`config.mk`:
```
export PLATFORM = sky130hd
export DESIGN_NAME = mdu_sequencer
export DESIGN_NICKNAME = d
export VERILOG_FILES = /design/src/rtl/mdu_sequencer.sv
export SDC_FILE = /design/constraint.sdc
export NUM_CORES = 1
export LEC_CHECK = 0
export ABC_AREA = 0
export BUFFER_PORTS_ARGS = -buffer_cell sky130_fd_sc_hd__buf_4
export CAP_MARGIN = 0
export CELL_PAD_IN_SITES_DETAIL_PLACEMENT = 0
export CELL_PAD_IN_SITES_GLOBAL_PLACEMENT = 1
export CORE_MARGIN = 3
export CORE_UTILIZATION = 25
export CTS_CLUSTER_SIZE = 24
export DETAILED_ROUTE_END_ITERATION = 10
export PLACE_DENSITY = 0.53
export REMOVE_ABC_BUFFERS = 1
export SETUP_SLACK_MARGIN = 0.5
export SLEW_MARGIN = 20
export SYNTH_ARGS = -nofsm -noshare
export SYNTH_HDL_FRONTEND = slang
export SYNTH_SLANG_ARGS = --single-unit
```
`constraint.sdc`:
```
create_clock -name clk -period 2.1 [get_ports clk]
set_clock_uncertainty 0.15 [all_clocks]
set_input_delay 0 -clock clk [delete_from_list [all_inputs] [get_ports clk]]
set_output_delay 0 -clock clk [all_outputs]
set_load 0.005 [all_outputs]
```
`src/rtl/mdu_sequencer.sv`:
```
// Iterative MUL / DIVU / REMU controller that borrows the shared EX-stage ALU
// one operation per cycle and holds the pipeline stalled until the result is ready.
module mdu_sequencer #(
    parameter int DATA_W    = 32,
    parameter bit DIV0_FAST = 1'b1
) (
    input  logic              clk,
    input  logic              rst,
    input  logic              start,
    input  logic [1:0]        op,
    input  logic [DATA_W-1:0] rs1,
    input  logic [DATA_W-1:0] rs2,
    output logic [DATA_W-1:0] alu_in1,
    output logic [DATA_W-1:0] alu_in2,
    output logic [3:0]        alu_ctrl,
    input  logic [DATA_W-1:0] alu_out,
    output logic              busy,
    output logic              stall,
    output logic              done,
    output logic [DATA_W-1:0] result
);

    localparam logic [3:0] ALU_ADD  = 4'h0;
    localparam logic [3:0] ALU_SUB  = 4'h1;
    localparam logic [3:0] ALU_SLTU = 4'h9;

    localparam logic [1:0] OP_DIVU = 2'b01;
    localparam logic [1:0] OP_REMU = 2'b10;

    localparam logic [5:0] CNT_LAST = 6'(DATA_W - 1);
    localparam logic [5:0] CNT_FULL = 6'(DATA_W);

    typedef enum logic [2:0] {
        S_IDLE,
        S_MUL,
        S_DIV_CMP,
        S_DIV_SUB,
        S_DONE
    } state_t;

    state_t            state;
    logic [1:0]        op_q;
    logic [5:0]        cnt;
    logic [DATA_W-1:0] acc;
    logic [DATA_W-1:0] mcand;
    logic [DATA_W-1:0] mplier;
    logic [DATA_W-1:0] rem;
    logic [DATA_W-1:0] quo;
    logic [DATA_W-1:0] dvsr;
    logic [DATA_W-1:0] result_q;
    logic              busy_q;
    logic              done_q;

    logic [DATA_W-1:0] rsh;
    logic              cy;
    logic              q_bit;
    logic [DATA_W-1:0] quo_step;
    logic [DATA_W-1:0] acc_step;
    logic              start_is_div;
    logic              op_is_rem;

    // One step of the shift-and-add multiply and restoring divide; the result
    // register is loaded from these on the edge that enters DONE so it is
    // already valid while done is high.
    always_comb begin
        rsh          = {rem[DATA_W-2:0], quo[DATA_W-1]};
        cy           = rem[DATA_W-1];
        q_bit        = cy | (alu_out == '0);
        quo_step     = {quo[DATA_W-2:0], q_bit};
        acc_step     = mplier[0] ? alu_out : acc;
        start_is_div = (op == OP_DIVU) || (op == OP_REMU);
        op_is_rem    = (op_q == OP_REMU);
    end

    always_comb begin
        alu_in1  = '0;
        alu_in2  = '0;
        alu_ctrl = ALU_ADD;
        case (state)
            S_MUL: begin
                alu_in1  = acc;
                alu_in2  = mcand;
                alu_ctrl = ALU_ADD;
            end
            S_DIV_CMP: begin
                alu_in1  = rsh;
                alu_in2  = dvsr;
                alu_ctrl = ALU_SLTU;
            end
            S_DIV_SUB: begin
                alu_in1  = rem;
                alu_in2  = dvsr;
                alu_ctrl = ALU_SUB;
            end
            default: begin
                alu_in1  = '0;
                alu_in2  = '0;
                alu_ctrl = ALU_ADD;
            end
        endcase
    end

    always_ff @(posedge clk) begin
        if (rst) begin
            state    <= S_IDLE;
            op_q     <= '0;
            cnt      <= '0;
            acc      <= '0;
            mcand    <= '0;
            mplier   <= '0;
            rem      <= '0;
            quo      <= '0;
            dvsr     <= '0;
            result_q <= '0;
            busy_q   <= 1'b0;
            done_q   <= 1'b0;
        end else begin
            case (state)
                S_IDLE: begin
                    done_q <= 1'b0;
                    if (start) begin
                        op_q   <= op;
                        cnt    <= '0;
                        acc    <= '0;
                        mcand  <= rs1;
                        mplier <= rs2;
                        rem    <= '0;
                        quo    <= rs1;
                        dvsr   <= rs2;
                        busy_q <= 1'b1;
                        if (!start_is_div) begin
                            state <= S_MUL;
                        end else if (DIV0_FAST && (rs2 == '0)) begin
                            // RISC-V divide-by-zero: quotient all ones, remainder = dividend
                            quo      <= '1;
                            rem      <= rs1;
                            result_q <= (op == OP_REMU) ? rs1 : '1;
                            done_q   <= 1'b1;
                            state    <= S_DONE;
                        end else begin
                            state <= S_DIV_CMP;
                        end
                    end
                end
                S_MUL: begin
                    acc    <= acc_step;
                    mcand  <= mcand << 1;
                    mplier <= mplier >> 1;
                    cnt    <= cnt + 6'd1;
                    if (cnt == CNT_LAST) begin
                        result_q <= acc_step;
                        done_q   <= 1'b1;
                        state    <= S_DONE;
                    end
                end
                S_DIV_CMP: begin
                    rem <= rsh;
                    quo <= quo_step;
                    cnt <= cnt + 6'd1;
                    if (q_bit) begin
                        state <= S_DIV_SUB;
                    end else if (cnt == CNT_LAST) begin
                        result_q <= op_is_rem ? rsh : quo_step;
                        done_q   <= 1'b1;
                        state    <= S_DONE;
                    end
                end
                S_DIV_SUB: begin
                    rem <= alu_out;
                    if (cnt == CNT_FULL) begin
                        result_q <= op_is_rem ? alu_out : quo;
                        done_q   <= 1'b1;
                        state    <= S_DONE;
                    end else begin
                        state <= S_DIV_CMP;
                    end
                end
                S_DONE: begin
                    done_q <= 1'b0;
                    busy_q <= 1'b0;
                    state  <= S_IDLE;
                end
                default: begin
                    done_q <= 1'b0;
                    busy_q <= 1'b0;
                    state  <= S_IDLE;
                end
            endcase
        end
    end

    assign busy   = busy_q;
    assign done   = done_q;
    assign result = result_q;
    assign stall  = ((state == S_IDLE) && start) || (busy_q && !done_q);

endmodule
```
## Word-level counts from Yosys, hierarchy flattened

Index checks and enable logic that the tools add are counted.

| cells by class | value |
|---|---|
| add/subtract/negate cells | 1 |
| eq/ne operators | 15 |
| mux-type cells | 47 |
| bitwise operators | 2 |
| reductions and logical operators | 24 |

Operators with widths:

| cell | number |
|---|---|
| two-way mux 32 bit | 20 |
| one-hot mux 32 bit (2 select lines) | 5 |
| one-hot mux 32 bit (3 select lines) | 2 |
| one-hot mux 32 bit (4 select lines) | 1 |
| logical NOT 32 bit | 2 |
| two-way mux 3 bit | 6 |
| inequality test 2 bit (second input constant) | 7 |
| AND reduction 2 bit | 7 |
| one-hot mux 3 bit (4 select lines) | 1 |
| one-hot mux 6 bit (2 select lines) | 1 |
| one-hot mux 4 bit (2 select lines) | 1 |
| AND reduction 8 bit | 1 |
| two-way mux 1 bit | 7 |
| adder 6 x 1 -> 6 bit (second input constant) | 1 |
| == test 3 x 2 -> 1 bit (second input constant) | 2 |
| == test 6 x 5 -> 1 bit (second input constant) | 1 |
| == test 6 bit (second input constant) | 1 |
| two-way mux 6 bit | 1 |
| nonzero test 2 bit | 3 |
| == test 2 bit (second input constant) | 2 |
| one-hot mux 1 bit (4 select lines) | 1 |
| nonzero test 4 bit | 1 |
| OR reduction 2 bit | 2 |
| == test 3 x 1 -> 1 bit (second input constant) | 1 |
| other kinds (10) | 12 |

| word-level totals | value |
|---|---|
| bits in registers | 237 |

## Logic depth before layout (Yosys ltp)

Gate-level depths: netlist (run 1).

| depth | value |
|---|---|
| depth in word-level cells | 6 |
| mapped depth | 8 |

## Worst setup path before layout (run 1)

No wires, ideal clock.

| timing | value |
|---|---|
| kind | register to register |
| start point | register op_q[1] |
| end point | register result_q[0] (netlist: result[0]) |
| arrival | 1.711 ns |
| setup slack | 0.118 ns |
| stages on the path, launching flop included | 7 |
| path buffers | 1 |
| cells stage by stage | dfxtp_1 > nor2b_1 > clkbuf_1 > mux2_2 > a222oi_1 > a21oi_1 > mux2_2 |

| on the way | value |
|---|---|
| word-level cells in the longest chain between the ends | 5 |

Ends and longest elaborated chain:

| what | RTL line | source |
|---|---|---|
| start: declaration | 42 | `logic [1:0] op_q;` |
| start signal: assignment | 122 | `op_q <= op;` |
| == test 2 bit * | 72 | `op_is_rem = (op_q == OP_REMU);` |
| two-way mux 32 bit | 163 | `result_q <= op_is_rem ? rsh : quo_step;` |
| two-way mux 32 bit | 162 | `end else if (cnt == CNT_LAST) begin` |
| two-way mux 32 bit | 160 | `if (q_bit) begin` |
| one-hot mux 32 bit (4 select lines) * | 118 | `case (state)` |
| end signal: assignment | 137 | `result_q <= (op == OP_REMU) ? rs1 : '1;` |
| end signal: assignment | 163 |  |
| end signal: assignment | 171 | `result_q <= op_is_rem ? alu_out : quo;` |
| end: declaration | 50 | `logic [DATA_W-1:0] result_q;` |

Mark *: on every way between the ends. The rest lies on a longest branch, timed or not. The select of a mux whose other input is x is not followed.
A chain may end at the register's enable or synchronous reset.

## Worst setup path in the final report (run 1)

| timing | value |
|---|---|
| start point | register state[1] |
| end point | register quo[8] |

| on the way | value |
|---|---|
| word-level cells in the longest chain between the ends | 3 |

Ends and longest elaborated chain:

| what | RTL line | source |
|---|---|---|
| start: declaration | 41 | `state_t state;` |
| start signal: assignment | 105 | `state <= S_IDLE;` |
| start signal: assignment | 132 | `state <= S_MUL;` |
| start signal: assignment | 139 | `state <= S_DONE;` |
| == test 3 x 2 -> 1 bit / logical NOT 3 bit (equally long branches) | 118 |  |
| nonzero test 2 bit (no line) / inequality test 2 bit (equally long branches) | -- |  |
| AND reduction 2 bit (no line) | -- |  |
| end signal: assignment | 128 | `quo <= rs1;` |
| end signal: assignment | 158 | `quo <= quo_step;` |
| end: declaration | 48 | `logic [DATA_W-1:0] quo;` |

Parallel ways exist; a longest one is shown, timed or not.

==> reports/qor.txt, run 1 <==
STATUS
----------------------------------------------------------------------------------------
Run status ................................................................ finished with violations
Failing checks ............................................................ negative hold slack, negative setup slack

GRT
----------------------------------------------------------------------------------------
Largest net degree at the start of global routing .........................           60
Final global-route overflow total .........................................            0
Number of antenna violations at the first check in global routing .........            1
Tot GR Track Use ..........................................................        22.7%
Wire length of the first global-routing pass ..............................      92.2 mm
Via count of the first global-routing pass ................................       14,000

CLOCKING
----------------------------------------------------------------------------------------
Clock-pin slew on the worst setup and hold paths ..........................      0.07 ns
Cell at the root of the clock tree ........................................ sky130_fd_sc_hd__clkbuf_16
CTS max path bufs .........................................................            3
Clock insertion delay at the later pin of the skew report .................      0.58 ns
Clock tree from TritonCTS .................................................         done
Total clock buffers created by CTS ........................................           30
Deepest level of the CTS H-tree ...........................................            1
Clock sink count ..........................................................          237

CELLS AND AREA
----------------------------------------------------------------------------------------
Most frequent standard cell in the layout excluding fill and tap cells .... sky130_fd_sc_hd__buf_4
Post-route cell area ...................................................... 22,500 sq um
Post-layout nets ..........................................................        2,095
Post-synthesis to final-layout area growth ................................        80.2%
Fraction of final layout cells with drive strength greater than 1 .........        45.5%
Leading cell types in the layout, fill and taps excluded .................. sky130_fd_sc_hd__buf_4 (283), sky130_fd_sc_hd__dfxtp_1 (231), sky130_fd_sc_hd__nand2_1 (171)
Number of antenna cells inserted ..........................................            0
Number of cells in the finished layout apart from fillers .................        2,674

FLOORPLANNING
----------------------------------------------------------------------------------------
Number of top-level pins ..................................................          204
Die Area .................................................................. 52,700 sq um
Core box area ............................................................. 49,200 sq um
Vertical die dimension ....................................................       230 um
Num rows ..................................................................           81
Horizontal die dimension ..................................................       230 um
Starting Density ..........................................................        25.4%

TIMING
----------------------------------------------------------------------------------------
Fin crit period ...........................................................      2.27 ns
Setup repair after global routing missed its margin .......................          yes
Final hold vios ...........................................................            1
Setup TNS .................................................................    -13.44 ns
Portion of the clock cycle consumed by the worst path in the final layout .         108%
Highest clock rate ........................................................    0.440 GHz
Number of max-slew violations in the final report .........................            0
Worst-case hold slack .....................................................  -0.00803 ns
Number of setup violations in the final report ............................          210
Slew at the pin closest to its max-slew limit .............................     0.810 ns
Relative max-transition margin ............................................        46.0%
Slack of the critical path ................................................    -0.171 ns

ROUTE
----------------------------------------------------------------------------------------
Residual antenna-violating net count after detailed routing ...............            0
Routed wire length per instance ...........................................      25.1 um
Total vias in the final route .............................................       14,100
DRC violation count after routing .........................................            0
Via count normalized by instance count ....................................         5.29
Total detailed-routing wirelength .........................................      67.1 mm
Number of search-and-repair iterations in the first detailed-routing pass .            5
Initial drt markers .......................................................        1,032

PLACEMENT
----------------------------------------------------------------------------------------
Worst slack, placed .......................................................    -0.301 ns
IO buf count ..............................................................          201
Post-DP HPWL ..............................................................      36.5 mm
Area after detailed placement ............................................. 15,300 sq um
Weighted congestion at the end of routability-driven global placement .....        0.826
Number of instances in the placed design ..................................        2,354

SYNTHESIS
----------------------------------------------------------------------------------------
Register bit count reported by yosys ......................................          237
Ys flop type .............................................................. sky130_fd_sc_hd__dfxtp_1
Count of flip-flops with a built-in enable after synthesis ................            0
Yosys top cell by area .................................................... sky130_fd_sc_hd__dfxtp_1
Average cell area after synthesis .........................................   8.14 sq um
Synthesis warning total ...................................................            0
Async S/R FF share, synth .................................................           0%
Area share of the largest cell type after synthesis .......................        38.0%
Post-synthesis cell count .................................................        1,535
Number of distinct library cells after synthesis ..........................           59
Area of the mapped netlist ................................................ 12,500 sq um
Fraction of the yosys area taken by sequential cells ......................        38.0%
Most area-consuming cells after synthesis ................................. sky130_fd_sc_hd__dfxtp_1 (38%), sky130_fd_sc_hd__mux2i_1 (9.8%), sky130_fd_sc_hd__nand2_1 (7.9%), sky130_fd_sc_hd__a22oi_1 (6.9%), sky130_fd_sc_hd__a21oi_1 (5.4%)

SETUP PATH
----------------------------------------------------------------------------------------
Maximum fanout count along the critical path ..............................            7
Critical R2R Launch ....................................................... state[1]$_SDFFE_PP0N_
Critical Path Sink Type ...................................................    flip-flop
Crit-path max cell delay ..................................................      0.37 ns
Crit path launch .......................................................... state[1]$_SDFFE_PP0N_
Crit path top cell by count ............................................... sky130_fd_sc_hd__buf_12
Critical Path Source Type .................................................    flip-flop
Library cell contributing the largest single delay on the critical path ... sky130_fd_sc_hd__dfxtp_4
Arrival time at the worst endpoint ........................................      2.62 ns
Endpoint required time on the critical path ...............................      2.45 ns
Chain of cells forming the critical path .................................. buf_12 > buf_6 > nor3_4 > buf_6 > buf_6 > and2_4 > buf_12 > buf_12 > nand2_8 > buf_12 > buf_16 > a31oi_4
Start-to-end type of the worst setup path ................................. flip-flop to flip-flop

PWR
----------------------------------------------------------------------------------------
Leakage dissipation .......................................................      8.82 nW
PwrDens ...................................................................  800 nW/um^2
Maximum resistive drop on vdd .............................................       669 uV

MIN PATH
----------------------------------------------------------------------------------------
Beginning of the worst hold path ..........................................        op[0]
Hold Crit Class ........................................................... primary input to flip-flop

JOB
----------------------------------------------------------------------------------------
Max-cap violations ........................................................            0

==> flip-flops by register name, summed over array words and instances (netlist names) <==
register  count
state         3
busy          1
mcand        32
acc          32
rem          32
op_q          2
result       32
mplier       32
dvsr         32
quo          32
cnt           6
done          1
==> cells in the mapped netlist (4+ instances only) <==
master and n:
sky130_fd_sc_hd__nand2_1 264, sky130_fd_sc_hd__dfxtp_1 237, sky130_fd_sc_hd__a21oi_1 135, sky130_fd_sc_hd__mux2i_1 123, sky130_fd_sc_hd__a22oi_1 115, sky130_fd_sc_hd__o21ai_0 94
sky130_fd_sc_hd__clkbuf_1 91, sky130_fd_sc_hd__nor2_1 82, sky130_fd_sc_hd__a31oi_1 62, sky130_fd_sc_hd__buf_2 46, sky130_fd_sc_hd__nand2b_1 37, sky130_fd_sc_hd__mux2_2 35
sky130_fd_sc_hd__a211oi_1 33, sky130_fd_sc_hd__a221oi_1 33, sky130_fd_sc_hd__a22o_1 32, sky130_fd_sc_hd__nor4_1 16, sky130_fd_sc_hd__nor3_1 10, sky130_fd_sc_hd__inv_1 7
sky130_fd_sc_hd__buf_1 6, sky130_fd_sc_hd__nor2b_1 6, sky130_fd_sc_hd__buf_4 5, sky130_fd_sc_hd__nand4_1 5, sky130_fd_sc_hd__o22ai_1 5, sky130_fd_sc_hd__a311oi_1 4
sky130_fd_sc_hd__nand3_1 4
==> metal layers <==
layer	up-vias	GRT usage (%)	share of wire, %
li1	6574	-	-
met1	7007	30.0	43
met2	437	38.0	48
met3	123	3.42	5.5
met4	2	7.22	3.4
met5	-	0	0.030
==> critical path: cells and delay by family (launching register included) <==
family / cells / cell delay (ns)
buffers and inverters: 8 / 1.03
AND/OR/NAND/NOR: 3 / 0.48
flip-flops: 1 / 0.37
AO/OA/AOI/OAI: 1 / 0.15
==> layout make-up <==
type	count	area, sq um
Multi-Input combinational cell	1140	9090
Clock inverter	8	115
Inverter	9	58.8
Clock buffer	43	891
Timing Repair Buffer	573	6790
Tap cell	664	831
Fill cell	4673	26600
Sequential cell	237	4760
==> stage by stage <==
step	util, %	total power [mW]
floorplan	-	7.33
global placement	31.2	9.37
detailed placement	31.2	9.40
CTS	41.2	16.9
global route	45.8	18.7
finish	45.8	18.0
==> path summary, 6_finish.rpt <==
check | endpoint | slack (ns) | cells after the start
worst max-delay path | quo[8]$_SDFFE_PP0P_ | -0.17 | 12
worst min-delay path | state[0]$_SDFFE_PP0N_ | -0.008 | 6
worst max register to register | quo[8]$_SDFFE_PP0P_ | -0.17 | 12
worst min register to register | dvsr[25]$_SDFFE_PP0P_ | 0.31 | 2
==> kinds of logic (layout without fill, tap and decap cells) <==
group,after synthesis,after routing,share of synthesized area (%)
adders and majority gates,3,3,0.300
xor gates and xnor gates,5,5,0.350
other,1,2,0.0300
AOI/OAI and AO/OA,532,532,27.6
and+or+nand+nor,438,439,15.1
DFF,237,237,38.0
muxes,159,159,13.1
buffers and inverters,160,633,5.60
==> power by group <==
group / internal, mW / switching [mW]
Combinational: 3.69 / 3.49
Sequential: 4.94 / 0.502
Clock: 3.27 / 2.12
Total: 11.9 / 6.12
==> repair_timing <==
item                                    4_1_cts  5_1_grt
pin swaps                                    98      178
endpoints found under the setup margin      304      304
hold endpoints to repair                    236        1
gates cloned                                 42       21
setup buffers                                80       26
gates resized for setup                     259      377
hold buffers                                100        1
Note: power is estimated with default switching activity, not from simulation.
==> inputs of run 2 (changes only) <==
RECOVER_POWER = 25   (was not set)
==> run 2 against run 1 <==
The run still ends with negative hold slack, negative setup slack left; clock power is essentially flat; worst setup slack lost 0.0026 ns; worst hold slack is essentially flat; routed wire length is essentially flat; largest power group unchanged; highest routed layer unchanged.
==> reports/qor.txt, run 2 (synthesis gave the netlist of run 1 again) <==
FLOORPLANNING
----------------------------------------------------------------------------------------
Core box area ............................................................. 49,200 sq um   unchanged
Num rows ..................................................................           81   unchanged
Starting Density ..........................................................        25.4%   unchanged
Vertical die dimension ....................................................       230 um   unchanged
Horizontal die dimension ..................................................       230 um   unchanged
Die Area .................................................................. 52,700 sq um   unchanged
Number of top-level pins ..................................................          204   unchanged

TIMING
----------------------------------------------------------------------------------------
Slack of the critical path ................................................    -0.174 ns   -0.00262 ns
Number of max-slew violations in the final report .........................            0   unchanged
Setup repair after global routing missed its margin .......................          yes
Setup TNS .................................................................    -13.88 ns   -0.445 ns
Final hold vios ...........................................................            1   unchanged
Fin crit period ...........................................................      2.27 ns   +0.00262 ns
Number of setup violations in the final report ............................          215   +2.4%
Portion of the clock cycle consumed by the worst path in the final layout .         108%   +0.12 points
Highest clock rate ........................................................    0.440 GHz   -0.12%
Worst-case hold slack .....................................................  -0.00782 ns   +0.000205 ns
Slew at the pin closest to its max-slew limit .............................     0.810 ns   -0.0000921 ns
Relative max-transition margin ............................................        46.0%   about the same

SETUP PATH
----------------------------------------------------------------------------------------
Critical R2R Launch ....................................................... state[1]$_SDFFE_PP0N_
Worst R2R Path Depth ......................................................           12   unchanged
Arrival time at the worst endpoint ........................................      2.62 ns   about the same
Start-to-end type of the worst setup path ................................. flip-flop to flip-flop
Terminus of the critical flop-to-flop path ................................ quo[8]$_SDFFE_PP0P_
Critical Path Sink Type ...................................................    flip-flop
Destination of the critical timing path ................................... quo[8]$_SDFFE_PP0P_
Crit path launch .......................................................... state[1]$_SDFFE_PP0N_
Maximum fanout count along the critical path ..............................            7   unchanged
Critical Path Source Type .................................................    flip-flop
Endpoint required time on the critical path ...............................      2.45 ns   about the same
R2R Setup Slk .............................................................     -0.17 ns   about the same

PLACEMENT
----------------------------------------------------------------------------------------
Worst slack, placed .......................................................    -0.301 ns   unchanged
Number of instances in the placed design ..................................        2,354   unchanged
Area after detailed placement ............................................. 15,300 sq um   unchanged
IO buf count ..............................................................          201   unchanged
Post-DP HPWL ..............................................................      36.5 mm   unchanged
Weighted congestion at the end of routability-driven global placement .....        0.826   unchanged

CLOCKING
----------------------------------------------------------------------------------------
Clock tree from TritonCTS .................................................         done
Total clock buffers created by CTS ........................................           30   unchanged
CTS max path bufs .........................................................            3   unchanged
Clock sink count ..........................................................          237   unchanged
Clock insertion delay at the later pin of the skew report .................      0.58 ns   about the same
Deepest level of the CTS H-tree ...........................................            1   unchanged
Clock-pin slew on the worst setup and hold paths ..........................      0.07 ns   about the same
Cell at the root of the clock tree ........................................ sky130_fd_sc_hd__clkbuf_16

JOB
----------------------------------------------------------------------------------------
Max-cap violations ........................................................            0   unchanged

GRT
----------------------------------------------------------------------------------------
Final global-route overflow total .........................................            0   unchanged
Via count of the first global-routing pass ................................       14,000   unchanged
Number of antenna violations at the first check in global routing .........            1   unchanged
Tot GR Track Use ..........................................................        22.7%   unchanged
Wire length of the first global-routing pass ..............................      92.2 mm   unchanged
Largest net degree at the start of global routing .........................           60   unchanged

CELLS AND AREA
----------------------------------------------------------------------------------------
Post-synthesis to final-layout area growth ................................        80.1%   about the same
Fraction of final layout cells with drive strength greater than 1 .........        45.3%   -0.25 points
Post-layout nets ..........................................................        2,095   unchanged
Number of antenna cells inserted ..........................................            0   unchanged
Footprint of the flip-flops and latches ...................................   4760 sq um   unchanged
Post-route cell area ...................................................... 22,500 sq um   about the same
Area used by multi-input combinational logic ..............................   9090 sq um   unchanged
# fillers .................................................................        4,678   +0.11%
Most frequent standard cell in the layout excluding fill and tap cells .... sky130_fd_sc_hd__buf_4
Number of cells in the finished layout apart from fillers .................        2,674   unchanged
Leading cell types in the layout, fill and taps excluded .................. sky130_fd_sc_hd__buf_4 (262), sky130_fd_sc_hd__dfxtp_1 (231), sky130_fd_sc_hd__nand2_1 (171)
Share of the core filled with cells in the final layout ...................        45.8%   about the same

STATUS
----------------------------------------------------------------------------------------
Run status ................................................................ finished with violations
Failing checks ............................................................ negative hold slack, negative setup slack

ROUTE
----------------------------------------------------------------------------------------
DRC violation count after routing .........................................            0   unchanged
Total detailed-routing wirelength .........................................      67.1 mm   about the same
Residual antenna-violating net count after detailed routing ...............            0   unchanged
Routed wire length per instance ...........................................      25.1 um   about the same
Initial drt markers .......................................................        1,058   +2.5%
Total vias in the final route .............................................       14,200   +0.049%
Via count normalized by instance count ....................................         5.29   about the same
Number of search-and-repair iterations in the first detailed-routing pass .            5   unchanged

PWR
----------------------------------------------------------------------------------------
Overall power consumption .................................................      18.0 mW   about the same
PwrDens ...................................................................  800 nW/um^2   about the same
Leakage dissipation .......................................................      8.79 nW   -0.34%
Maximum resistive drop on vdd .............................................       671 uV   +0.37%

MIN PATH
----------------------------------------------------------------------------------------
Hold Crit Class ........................................................... primary input to flip-flop

-- run 2: layout make-up --
type / count / area share, %
well taps: 664 / 3.69
repair buffers: 573 / 30.1
multi-input cells: 1140 / 40.4
clock buffers: 43 / 3.96
inverters: 9 / 0.261
clock inverters: 8 / 0.511
flip-flops and latches: 237 / 21.1
-- run 2: worst min path at each step --
stage	start	endpoint	slack (ns)	depth (start not counted)
after floorplan	rst	acc[30]$_SDFFE_PP0P_	-0.08	1
after global placement	op[0]	op_q[0]$_SDFFE_PP0P_	0.12	3
after detailed placement	op[0]	op_q[0]$_SDFFE_PP0P_	0.12	3
after CTS	alu_out[23]	quo[0]$_SDFFE_PP0P_	-0.006	8
after global routing	op[0]	state[1]$_SDFFE_PP0N_	0.06	6
final	op[0]	state[0]$_SDFFE_PP0N_	-0.008	6
-- run 2: timing repair --
| action | CTS | global route |
|---|---|---|
| pin swaps | 98 | 178 |
| endpoints found under the setup margin | 304 | 304 |
| cloned | 42 | 21 |
| resized for setup | 259 | 377 |
| hold buffers | 100 | 1 |
| setup buffers | 80 | 26 |
| endpoints found under the hold margin | 236 | 1 |
-- run 2: report_power, final --
part	total, mW	switching [mW]	leakage (nW)	internal, mW
clock network	5.40	2.12	0.500	3.27
logic	7.17	3.49	6.35	3.68
registers	5.45	0.502	1.94	4.94
-- run 2: per-layer routing --
| layer | vias up | track usage (%) | share of wire (%) |
|---|---|---|---|
| li1 | 6567 | - | - |
| met1 | 7041 | 30.0 | 44 |
| met2 | 422 | 38.0 | 48 |
| met3 | 118 | 3.42 | 5.0 |
| met4 | 2 | 7.22 | 3.4 |
| met5 | - | 0 | 0.030 |
-- run 2: worst max-delay path: stages, from the launching register on --
cell	delay, ns
sky130_fd_sc_hd__dfxtp_4	0.37
sky130_fd_sc_hd__buf_12	0.14
sky130_fd_sc_hd__buf_6	0.11
sky130_fd_sc_hd__nor3_4	0.20
sky130_fd_sc_hd__buf_6	0.13
sky130_fd_sc_hd__buf_6	0.10
sky130_fd_sc_hd__and2_4	0.19
sky130_fd_sc_hd__buf_12	0.12
sky130_fd_sc_hd__buf_12	0.13
sky130_fd_sc_hd__nand2_8	0.10
sky130_fd_sc_hd__buf_12	0.15
sky130_fd_sc_hd__buf_16	0.14
sky130_fd_sc_hd__a31oi_4	0.15
==> inputs of run 3 (changes only) <==
--- a/config.mk
+++ b/config.mk
@@ -16,3 +16,3 @@
 export DETAILED_ROUTE_END_ITERATION = 10
-export PLACE_DENSITY = 0.53
+export PLACE_DENSITY = 0.51
 export RECOVER_POWER = 25
==> constraint.sdc (replaced) <==
create_clock -name clk -period 2.8 [get_ports clk]
set_clock_uncertainty 0.15 [all_clocks]
set_input_delay 0 -clock clk [delete_from_list [all_inputs] [get_ports clk]]
set_output_delay 0 -clock clk [all_outputs]
set_load 0.05 [all_outputs]
==> run 3 against run 2 <==
The run now ends clean; total power down 37%; core utilization down 11 points; die area unchanged; routed wire length down 16%; design area down 24%; critical path depth down 8; largest power group is now sequential cells; sequential power down 26%; critical endpoint is now alu_in1[14]; register-to-register slack better by 0.54 ns; clock power down 31%; via count down 8.4%; sequential share of layout area up 6.7 points.
==> reports/qor.txt, run 3 (synthesis gave the netlist of run 1 again) <==
CLOCKING
----------------------------------------------------------------------------------------
Cell at the root of the clock tree ........................................ sky130_fd_sc_hd__clkbuf_16
CTS max path bufs .........................................................            3   unchanged
Clock-pin slew on the worst setup and hold paths ..........................      0.06 ns   about the same
Clock insertion delay at the later pin of the skew report .................      0.58 ns   about the same
Deepest level of the CTS H-tree ...........................................            1   unchanged
Total clock buffers created by CTS ........................................           31   +3.3%
Clock tree from TritonCTS .................................................         done
Clock sink count ..........................................................          237   unchanged

GRT
----------------------------------------------------------------------------------------
Number of antenna violations at the first check in global routing .........            2   +1
Wire length of the first global-routing pass ..............................      84.6 mm   -8.3%
Tot GR Track Use ..........................................................        20.6%   -2.1 points
Largest net degree at the start of global routing .........................          101   +68%
Final global-route overflow total .........................................            0   unchanged
Via count of the first global-routing pass ................................       12,900   -8.0%

ROUTE
----------------------------------------------------------------------------------------
Residual antenna-violating net count after detailed routing ...............            0   unchanged
Total detailed-routing wirelength .........................................      56.1 mm   -16%
Total vias in the final route .............................................       13,000   -8.4%
Routed wire length per instance ...........................................      22.6 um   -9.8%
Via count normalized by instance count ....................................         5.22   -1.3%
Number of search-and-repair iterations in the first detailed-routing pass .            5   unchanged
DRC violation count after routing .........................................            0   unchanged
Initial drt markers .......................................................          953   -9.9%

TIMING
----------------------------------------------------------------------------------------
Portion of the clock cycle consumed by the worst path in the final layout .        88.8%
Setup repair after global routing missed its margin .......................          yes
Fin crit period ...........................................................      2.49 ns
Final hold vios ...........................................................            0   -1
Slew at the pin closest to its max-slew limit .............................     0.698 ns   -0.112 ns
Number of max-slew violations in the final report .........................            0   unchanged
Slack of the critical path ................................................     0.314 ns   +0.488 ns
Relative max-transition margin ............................................        53.5%   +7.4 points
Highest clock rate ........................................................    0.402 GHz
Number of setup violations in the final report ............................            0   -100%

PWR
----------------------------------------------------------------------------------------
PwrDens ...................................................................  669 nW/um^2   -16%
Overall power consumption .................................................      11.4 mW   -37%
Maximum resistive drop on vdd .............................................       466 uV   -31%
Leakage dissipation .......................................................      6.29 nW   -28%

SETUP PATH
----------------------------------------------------------------------------------------
Critical R2R Launch ....................................................... state[1]$_SDFFE_PP0N_
R2R Setup Slk .............................................................      0.37 ns   +0.54 ns
Start-to-end type of the worst setup path ................................. flip-flop to output pin
Maximum fanout count along the critical path ..............................           22   +15
Critical Path Sink Type ...................................................   output pin
Arrival time at the worst endpoint ........................................      2.34 ns   -0.28 ns
Endpoint required time on the critical path ...............................      2.65 ns   +0.20 ns
Critical Path Source Type .................................................    flip-flop
Worst R2R Path Depth ......................................................            8   -4
Terminus of the critical flop-to-flop path ................................ quo[0]$_SDFFE_PP0P_

FLOORPLANNING
----------------------------------------------------------------------------------------
Number of top-level pins ..................................................          204   unchanged
Vertical die dimension ....................................................       230 um   unchanged
Horizontal die dimension ..................................................       230 um   unchanged
Die Area .................................................................. 52,700 sq um   unchanged
Starting Density ..........................................................        25.4%   unchanged
Core box area ............................................................. 49,200 sq um   unchanged
Num rows ..................................................................           81   unchanged

MIN PATH
----------------------------------------------------------------------------------------
Depth of the worst hold-timing path .......................................            4   -2
Hold Crit Class ........................................................... primary input to flip-flop
Beginning of the worst hold path ..........................................        op[0]
Worst Hold Endpoint ....................................................... op_q[0]$_SDFFE_PP0P_

CELLS AND AREA
----------------------------------------------------------------------------------------
Fraction of final layout cells with drive strength greater than 1 .........        19.0%   -26 points
Share of the core filled with cells in the final layout ...................        34.7%   -11 points
Leading cell types in the layout, fill and taps excluded .................. sky130_fd_sc_hd__nand2_1 (264), sky130_fd_sc_hd__dfxtp_1 (233), sky130_fd_sc_hd__buf_4 (190)
Post-synthesis to final-layout area growth ................................        36.5%
Most frequent standard cell in the layout excluding fill and tap cells .... sky130_fd_sc_hd__nand2_1
Post-layout nets ..........................................................        1,900   -9.3%

PLACEMENT
----------------------------------------------------------------------------------------
Worst slack, placed .......................................................     0.312 ns   +0.613 ns
IO buf count ..............................................................          201   unchanged
Weighted congestion at the end of routability-driven global placement .....        0.773   -6.5%
Post-DP HPWL ..............................................................      36.3 mm   -0.46%

STATUS
----------------------------------------------------------------------------------------
Run status ................................................................    completed

JOB
----------------------------------------------------------------------------------------
Max-cap violations ........................................................            0   unchanged

[run 3: cell count changes in the layout (fill, tap and decap cells not counted), moves of 45 or more]
cell / before / now
sky130_fd_sc_hd__a21oi_2: 59 / 0
sky130_fd_sc_hd__a22oi_1: 45 / 115
sky130_fd_sc_hd__buf_12: 59 / 14
sky130_fd_sc_hd__nand2_4: 58 / 0
sky130_fd_sc_hd__a21oi_1: 73 / 135
sky130_fd_sc_hd__clkbuf_1: 10 / 56
sky130_fd_sc_hd__nand2_1: 171 / 264
sky130_fd_sc_hd__buf_4: 262 / 190
sky130_fd_sc_hd__a22oi_2: 70 / 0
[run 3: final cells by class]
cell class / instances / area (sq um)
well taps: 664 / 831
fillers: 5211 / 32100
clock buffers: 49 / 903
clock inverters: 2 / 17.5
inverters: 9 / 37.5
diodes: 2 / 5.00
multi-input cells: 1139 / 7200
repair buffers: 378 / 3310
flip-flops and latches: 237 / 4760
[run 3: worst max-delay path by stage]
stage,start,to,slack (ns),cells after the start
3_3_place_gp,rs2[18],result[8]$_SDFFE_PP0P_,0.32,8
4_1_cts,state[1]$_SDFFE_PP0N_,alu_in1[30],0.45,5
2_1_floorplan,state[0]$_SDFFE_PP0N_,acc[30]$_SDFFE_PP0P_,-12.26,4
6_report,state[0]$_SDFFE_PP0N_,alu_in1[14],0.31,4
5_1_grt,state[1]$_SDFFE_PP0N_,quo[7]$_SDFFE_PP0P_,0.22,8
3_5_place_dp,rs2[18],result[16]$_SDFFE_PP0P_,0.31,8
[run 3: report_power, final]
part	internal, mW	switching (mW)	total (mW)
sequential	3.71	0.335	4.04
combinational	1.30	2.32	3.62
clock	2.18	1.57	3.74
[run 3: worst max-delay path, stage by stage, from the launching register on]
cell and delay (ns):
sky130_fd_sc_hd__dfxtp_4 0.40, sky130_fd_sc_hd__clkbuf_2 0.47, sky130_fd_sc_hd__a21oi_1 0.08, sky130_fd_sc_hd__a211oi_1 0.28, sky130_fd_sc_hd__clkbuf_1 0.51
[run 3: timing repair]
item | 4_1_cts | 5_1_grt
hold buffers | 100 | 0
setup buffers | 10 | 2
endpoints found under the setup margin | 77 | 62
endpoints found under the hold margin | 236 | 0
resized for setup | 31 | 25
cloned | 5 | 1
pin swaps | 1 | 2
[run 3: metal layers]
metal  part of all wire (%)  vias up  GRT usage [%]
li1                       -     6162              -
met1                     47     6314           28.8
met2                     46      390           33.3
met3                    5.0       90           3.15
met4                    2.3        0           4.92
met5                      0        -              0
[run 3: per-stage QoR]
step | instances | TNS (ns) | area (sq um) | hold slack, ns
2_1_floorplan | 1385 | -1856.51 | 11800 | -0.0809
3_3_place_gp | 2309 | 0 | 14800 | 0.121
3_5_place_dp | 2309 | 0 | 14800 | 0.126
4_1_cts | 2475 | 0 | 17100 | 0.0596
5_1_grt | 2478 | 0 | 17100 | 0.116
6_report | 2480 | 0 | 17100 | 0.0975
